## src/rtl/nibble_serial_add_pkg.sv

```systemverilog
// Shared definitions for the multi-nibble stages built around the 4-bit ripple adder.
package nibble_serial_add_pkg;
  localparam int NIBBLE_W = 4;

  typedef enum logic [1:0] {
    IDLE = 2'd0,
    RUN  = 2'd1,
    DONE = 2'd2
  } state_t;
endpackage

```

## src/rtl/nibble_serial_add_nibble_sel.sv

```systemverilog
// Combinational mux picking nibble idx out of a multi-nibble vector.
module nibble_sel
  import nibble_serial_add_pkg::*;
#(
  parameter int NIBBLES = 4,
  parameter int IDX_W   = $clog2(NIBBLES)
) (
  input  logic [NIBBLE_W*NIBBLES-1:0] vec,
  input  logic [IDX_W-1:0]            idx,
  output logic [NIBBLE_W-1:0]         nib
);
  // Pad to a power of two so every idx value selects a defined slot.
  localparam int SLOTS = 1 << IDX_W;

  logic [NIBBLE_W-1:0] slot [SLOTS];

  genvar gi;
  generate
    for (gi = 0; gi < SLOTS; gi++) begin : g_slot
      if (gi < NIBBLES) begin : g_used
        assign slot[gi] = vec[gi*NIBBLE_W +: NIBBLE_W];
      end else begin : g_pad
        assign slot[gi] = '0;
      end
    end
  endgenerate

  assign nib = slot[idx];
endmodule

```

## src/rtl/nibble_serial_add.sv

```systemverilog
// Runs a wide addition through one external 4-bit adder, one nibble per cycle, LSB first.
module nibble_serial_add
  import nibble_serial_add_pkg::*;
#(
  parameter int NIBBLES = 4
) (
  input  logic                        clk,
  input  logic                        rst_n,
  input  logic                        in_valid,
  output logic                        in_ready,
  input  logic [NIBBLE_W*NIBBLES-1:0] in_a,
  input  logic [NIBBLE_W*NIBBLES-1:0] in_b,
  input  logic                        in_cin,
  output logic [NIBBLE_W-1:0]         add_a,
  output logic [NIBBLE_W-1:0]         add_b,
  output logic                        add_c,
  input  logic [NIBBLE_W-1:0]         add_sum,
  input  logic                        add_cout,
  output logic                        out_valid,
  input  logic                        out_ready,
  output logic [NIBBLE_W*NIBBLES-1:0] out_sum,
  output logic                        out_cout,
  output logic                        out_ovf
);
  localparam int W     = NIBBLE_W * NIBBLES;
  localparam int IDX_W = $clog2(NIBBLES);
  localparam logic [IDX_W-1:0] LAST_IDX = IDX_W'(NIBBLES - 1);

  state_t           state_reg, state_next;
  logic [W-1:0]     a_reg, b_reg, sum_reg, sum_upd;
  logic             carry_reg;
  logic [IDX_W-1:0] idx_reg;
  logic [NIBBLE_W-1:0] a_nib, b_nib;
  logic             last_nib;

  nibble_sel #(.NIBBLES(NIBBLES), .IDX_W(IDX_W)) u_sel_a (
    .vec (a_reg),
    .idx (idx_reg),
    .nib (a_nib)
  );

  nibble_sel #(.NIBBLES(NIBBLES), .IDX_W(IDX_W)) u_sel_b (
    .vec (b_reg),
    .idx (idx_reg),
    .nib (b_nib)
  );

  // Only the nibble addressed by idx takes the adder result; the rest hold.
  genvar gi;
  generate
    for (gi = 0; gi < NIBBLES; gi++) begin : g_sum
      assign sum_upd[gi*NIBBLE_W +: NIBBLE_W] =
        (idx_reg == IDX_W'(gi)) ? add_sum : sum_reg[gi*NIBBLE_W +: NIBBLE_W];
    end
  endgenerate

  assign last_nib = (idx_reg == LAST_IDX);

  always_ff @(posedge clk) begin
    if (!rst_n) begin
      state_reg <= IDLE;
      a_reg     <= '0;
      b_reg     <= '0;
      sum_reg   <= '0;
      carry_reg <= 1'b0;
      idx_reg   <= '0;
    end else begin
      state_reg <= state_next;
      case (state_reg)
        IDLE: begin
          if (in_valid) begin
            a_reg     <= in_a;
            b_reg     <= in_b;
            carry_reg <= in_cin;
            idx_reg   <= '0;
          end
        end
        RUN: begin
          sum_reg   <= sum_upd;
          carry_reg <= add_cout;
          // idx parks on the last nibble instead of wrapping.
          idx_reg   <= last_nib ? idx_reg : idx_reg + IDX_W'(1);
        end
        default: ;
      endcase
    end
  end

  always_comb begin
    state_next = state_reg;
    in_ready   = 1'b0;
    out_valid  = 1'b0;
    out_sum    = '0;
    out_cout   = 1'b0;
    out_ovf    = 1'b0;
    add_a      = '0;
    add_b      = '0;
    add_c      = 1'b0;
    case (state_reg)
      IDLE: begin
        in_ready = 1'b1;
        if (in_valid) state_next = RUN;
      end
      RUN: begin
        add_a = a_nib;
        add_b = b_nib;
        add_c = carry_reg;
        if (last_nib) state_next = DONE;
      end
      DONE: begin
        out_valid = 1'b1;
        out_sum   = sum_reg;
        out_cout  = carry_reg;
        out_ovf   = (a_reg[W-1] == b_reg[W-1]) && (sum_reg[W-1] != a_reg[W-1]);
        if (out_ready) state_next = IDLE;
      end
      default: state_next = IDLE;
    endcase
  end
endmodule

```

## config.mk

```make
export PLATFORM = sky130hd
export DESIGN_NAME = nibble_serial_add
export DESIGN_NICKNAME = d
export VERILOG_FILES = /design/src/rtl/nibble_serial_add_pkg.sv /design/src/rtl/nibble_serial_add_nibble_sel.sv /design/src/rtl/nibble_serial_add.sv
export SDC_FILE = /design/constraint.sdc
export NUM_CORES = 1
export LEC_CHECK = 0
export BUFFER_PORTS_ARGS = -buffer_cell sky130_fd_sc_hd__buf_2
export CORE_UTILIZATION = 46
export CTS_CLUSTER_SIZE = 10
export DETAILED_ROUTE_END_ITERATION = 10
export PLACE_DENSITY = 0.84
export SLEW_MARGIN = 25
export SYNTH_ARGS = -nofsm -noshare
export SYNTH_HDL_FRONTEND = slang
export SYNTH_SLANG_ARGS = --single-unit
```

## constraint.sdc

```tcl
create_clock -name clk -period 1.46 [get_ports clk]
set_input_delay 0.292 -clock clk [delete_from_list [all_inputs] [get_ports clk]]
set_output_delay 0.292 -clock clk [all_outputs]
set_load 0.005 [all_outputs]
```

==> impl_results.rst <==
.. list-table::
   :header-rows: 1

   * - Metric
     - Value
   * - CP Class
     - flip-flop to output port
   * - Sequential area share after synthesis
     - 42.6%
   * - Fill cells
     - 343
   * - Top library cells by usage in the layout, fill and taps aside
     - 68 x sky130_fd_sc_hd__nand2_1, 53 x sky130_fd_sc_hd__buf_2, 50 x sky130_fd_sc_hd__dfxtp_1
   * - WP buf/inv
     - 2
   * - Critical path launch point
     - idx_reg[0]$_SDFFE_PN0P_
   * - Standby leakage power
     - 0.00161 uW
   * - Number of buffers on the longest clock path
     - 2
   * - Failing checks
     - setup timing
   * - Sinks on the clock net
     - 53
   * - # diodes
     - 0
   * - Footprint of the multi-input gates
     - 0.00146 mm2
   * - Shortest clock period the worst path allows after layout
     - 1.89 ns
   * - Netlist area before placement
     - 0.00249 mm2
   * - Hold slack final
     - 0.208 ns
   * - Number of buffers created by CTS
     - 5
   * - Result of the run
     - finished with violations
   * - Worst endpoint required time
     - 1.17 ns
   * - Setup repair after global routing missed its margin
     - true
   * - Detailed-route vias per instance
     - 5.28
   * - Crit-path slowest cell
     - sky130_fd_sc_hd__mux4_2
   * - Number of hold-slack violations in the final timing report
     - 0
   * - Number of detailed-route iterations in the first pass
     - 4
   * - Count of input and output buffers
     - 70
   * - DRC violation count after routing
     - 0
   * - Final antenna-violating net count
     - 0
   * - Final estimated routing congestion in global placement
     - 0.780
   * - Relative area change from synthesis to final layout
     - 45.9%
   * - Row count
     - 26
   * - Final-report setup violation count
     - 46
   * - Final WL
     - 7430 um
   * - Area post-placement
     - 0.00307 mm2
   * - Register Area
     - 0.00107 mm2
   * - Number of maximum-capacitance constraint violations
     - 0
   * - Die W
     - 75.6 um
   * - Mean routed wirelength per cell
     - 17.0 um
   * - Crit Reg-Reg Startpoint
     - idx_reg[0]$_SDFFE_PN0P_
   * - Slew Viols, Final
     - 0
   * - Fmax
     - 530 MHz
   * - Sum of negative setup slack
     - -6.38 ns
   * - Ranking of synthesized cells by area
     - sky130_fd_sc_hd__dfxtp_1 43%, sky130_fd_sc_hd__nand2_1 10%, sky130_fd_sc_hd__a21boi_0 8.7%
   * - Peak per-stage delay on the critical path
     - 0.50 ns
   * - Tightest Pin Transition
     - 0.293 ns
   * - Global-route wire length before repair
     - 9150 um
   * - Post-layout worst setup margin
     - -0.428 ns
   * - Area fraction of the dominant cell type after synthesis
     - 42.6%
   * - Number of DRC violations after detailed-routing iteration 0
     - 256
   * - CP Cell Sequence
     - buf_6 -> mux4_2 -> nor2b_1 -> buf_2
   * - TritonCTS clock tree
     - done
   * - Proportion of layout cells with a drive suffix above 1
     - 43.6%
   * - Power per cell area
     - 810 mW/mm2
   * - Worst clock skew
     - 0.0114 ns
   * - Synthesized instance count
     - 270
   * - Crit end category
     - output port
   * - Largest voltage drop on the vdd net
     - 0.477 mV
   * - Pin count of the biggest net entering global routing
     - 33
   * - Detailed placer's ending HPWL
     - 4200 um
   * - Number of distinct library cells after synthesis
     - 23
   * - Register clock-pin slew on the reported worst setup and hold paths
     - 0.09 ns
   * - Headroom to the max-slew limit
     - 80.4%
   * - Vert. Die Dim
     - 75.6 um
   * - Initial core utilization
     - 48.2%
   * - Cell family with the largest share of critical-path delay
     - multiplexers
   * - Average footprint of a synthesized cell
     - 9.23 um2
   * - Launch point of the worst hold path
     - in_b[1]
   * - Cell chosen for the clock root
     - sky130_fd_sc_hd__clkbuf_8
   * - Finished layout cell area
     - 0.00363 mm2
   * - Kind of launch point of the worst setup path
     - flip-flop
   * - Core Box Area
     - 0.00517 mm2
   * - Number of H-tree levels
     - 2
   * - Initial antenna violation count
     - 0
   * - Type of the worst min-delay path
     - primary input to flip-flop
   * - Number of storage elements in the synthesis netlist
     - 53
   * - Net count, final
     - 413
   * - Final worst-path cycle share
     - 129%
   * - Yosys Warn Count
     - 0
   * - Vias
     - 2,308
   * - Highest net fanout along the worst path
     - 3
   * - Area enclosed by the die boundary
     - 0.00571 mm2
   * - Most common cell after layout, fill and taps aside
     - sky130_fd_sc_hd__nand2_1
   * - Overall fraction of global-route tracks in use
     - 21.5%
   * - Post-synth top area cell
     - sky130_fd_sc_hd__dfxtp_1
   * - Worst Path Arrival
     - 1.60 ns
   * - I/O Pins
     - 71
   * - Net count after synthesis
     - 316
   * - Clk Latency, worst-skew pair
     - 0.31 ns
   * - Via count of the first global-routing pass
     - 2,054
   * - Residual overflow from global routing
     - 0
-- tightest hold or removal path: stages --
cell and delay, ns:
sky130_fd_sc_hd__buf_2 0.09, sky130_fd_sc_hd__nand2_1 0.05, sky130_fd_sc_hd__a21boi_1 0.05
-- power breakdown --
group	switching (uW)	internal, uW	leakage, uW
clock network	458	377	0.0000443
registers	48.2	1510	0.000435
logic	246	299	0.00113
-- layout make-up --
cell class / count / area share (%)
multi-input combinational: 194 / 40.2
sequential: 53 / 29.4
timing repair buffer: 109 / 25.0
tap: 70 / 2.41
clock buffer: 7 / 2.38
inverter: 4 / 0.551
-- per-stage QoR --
step / std cells / utilization (%) / setup WS (ns) / power [uW]
final: 437 / 70.2 / -0.428 / 2940
after global routing: 437 / 70.2 / -0.453 / 3040
after CTS: 428 / 63.4 / -0.378 / 2810
after detailed placement: 419 / 59.3 / -0.0820 / 2000
after global placement: 419 / 59.3 / -0.0921 / 1980
after floorplan: 270 / - / 0.0243 / 1820
-- synthesized netlist by cell type --
library cell,count
sky130_fd_sc_hd__a21boi_0,29
sky130_fd_sc_hd__a21boi_1,5
sky130_fd_sc_hd__a311oi_2,1
sky130_fd_sc_hd__and2_1,17
sky130_fd_sc_hd__buf_2,8
sky130_fd_sc_hd__buf_6,2
sky130_fd_sc_hd__clkbuf_1,10
sky130_fd_sc_hd__dfxtp_1,53
sky130_fd_sc_hd__ha_1,4
sky130_fd_sc_hd__inv_1,4
sky130_fd_sc_hd__mux2i_1,17
sky130_fd_sc_hd__mux4_2,8
sky130_fd_sc_hd__nand2_1,68
sky130_fd_sc_hd__nand2b_1,2
sky130_fd_sc_hd__nand3b_1,5
sky130_fd_sc_hd__nand4b_1,1
sky130_fd_sc_hd__nor2_1,4
sky130_fd_sc_hd__nor2b_1,25
sky130_fd_sc_hd__nor3b_1,1
sky130_fd_sc_hd__nor3b_2,1
sky130_fd_sc_hd__o21ai_0,3
sky130_fd_sc_hd__o32ai_1,1
sky130_fd_sc_hd__or3b_1,1
-- cell families (layout without fill, tap and decap cells) --
kind of cell | Yosys count | after routing | synth area share [%]
simple gates | 125 | 126 | 24.9
mux | 25 | 25 | 14.1
flops | 53 | 53 | 42.6
compound gates | 39 | 39 | 11.8
buf+inv | 24 | 120 | 4.62
fa+ha+maj | 4 | 4 | 2.01
-- metal layers --
metal	vias up	track usage, %	routed length [um]
met5	-	0	0
met4	0	9.05	133
li1	1084	-	-
met3	13	4.76	431
met2	101	36.6	3770
met1	1110	26.4	3090
-- worst paths after layout --
kind / end / slack (ns) / depth (start not counted)
worst max-delay path: add_a[2] / -0.43 / 4
worst min-delay path: b_reg[1]$_SDFFE_PN0P_ / 0.21 / 3
worst max register to register: sum_reg[8]$_SDFFE_PN0P_ / -0.16 / 9
worst min register to register: a_reg[2]$_SDFFE_PN0P_ / 0.46 / 2
-- repair_timing --
item                                   CTS  global route
resized for setup                       35            61
endpoints found under the hold margin    0             0
setup endpoints to repair               36            61
setup buffers                            1             4
gates cloned                             1             5
hold buffers                             0             0
pin swaps                                9            15
No activity file was read; power rests on OpenSTA's default activity.
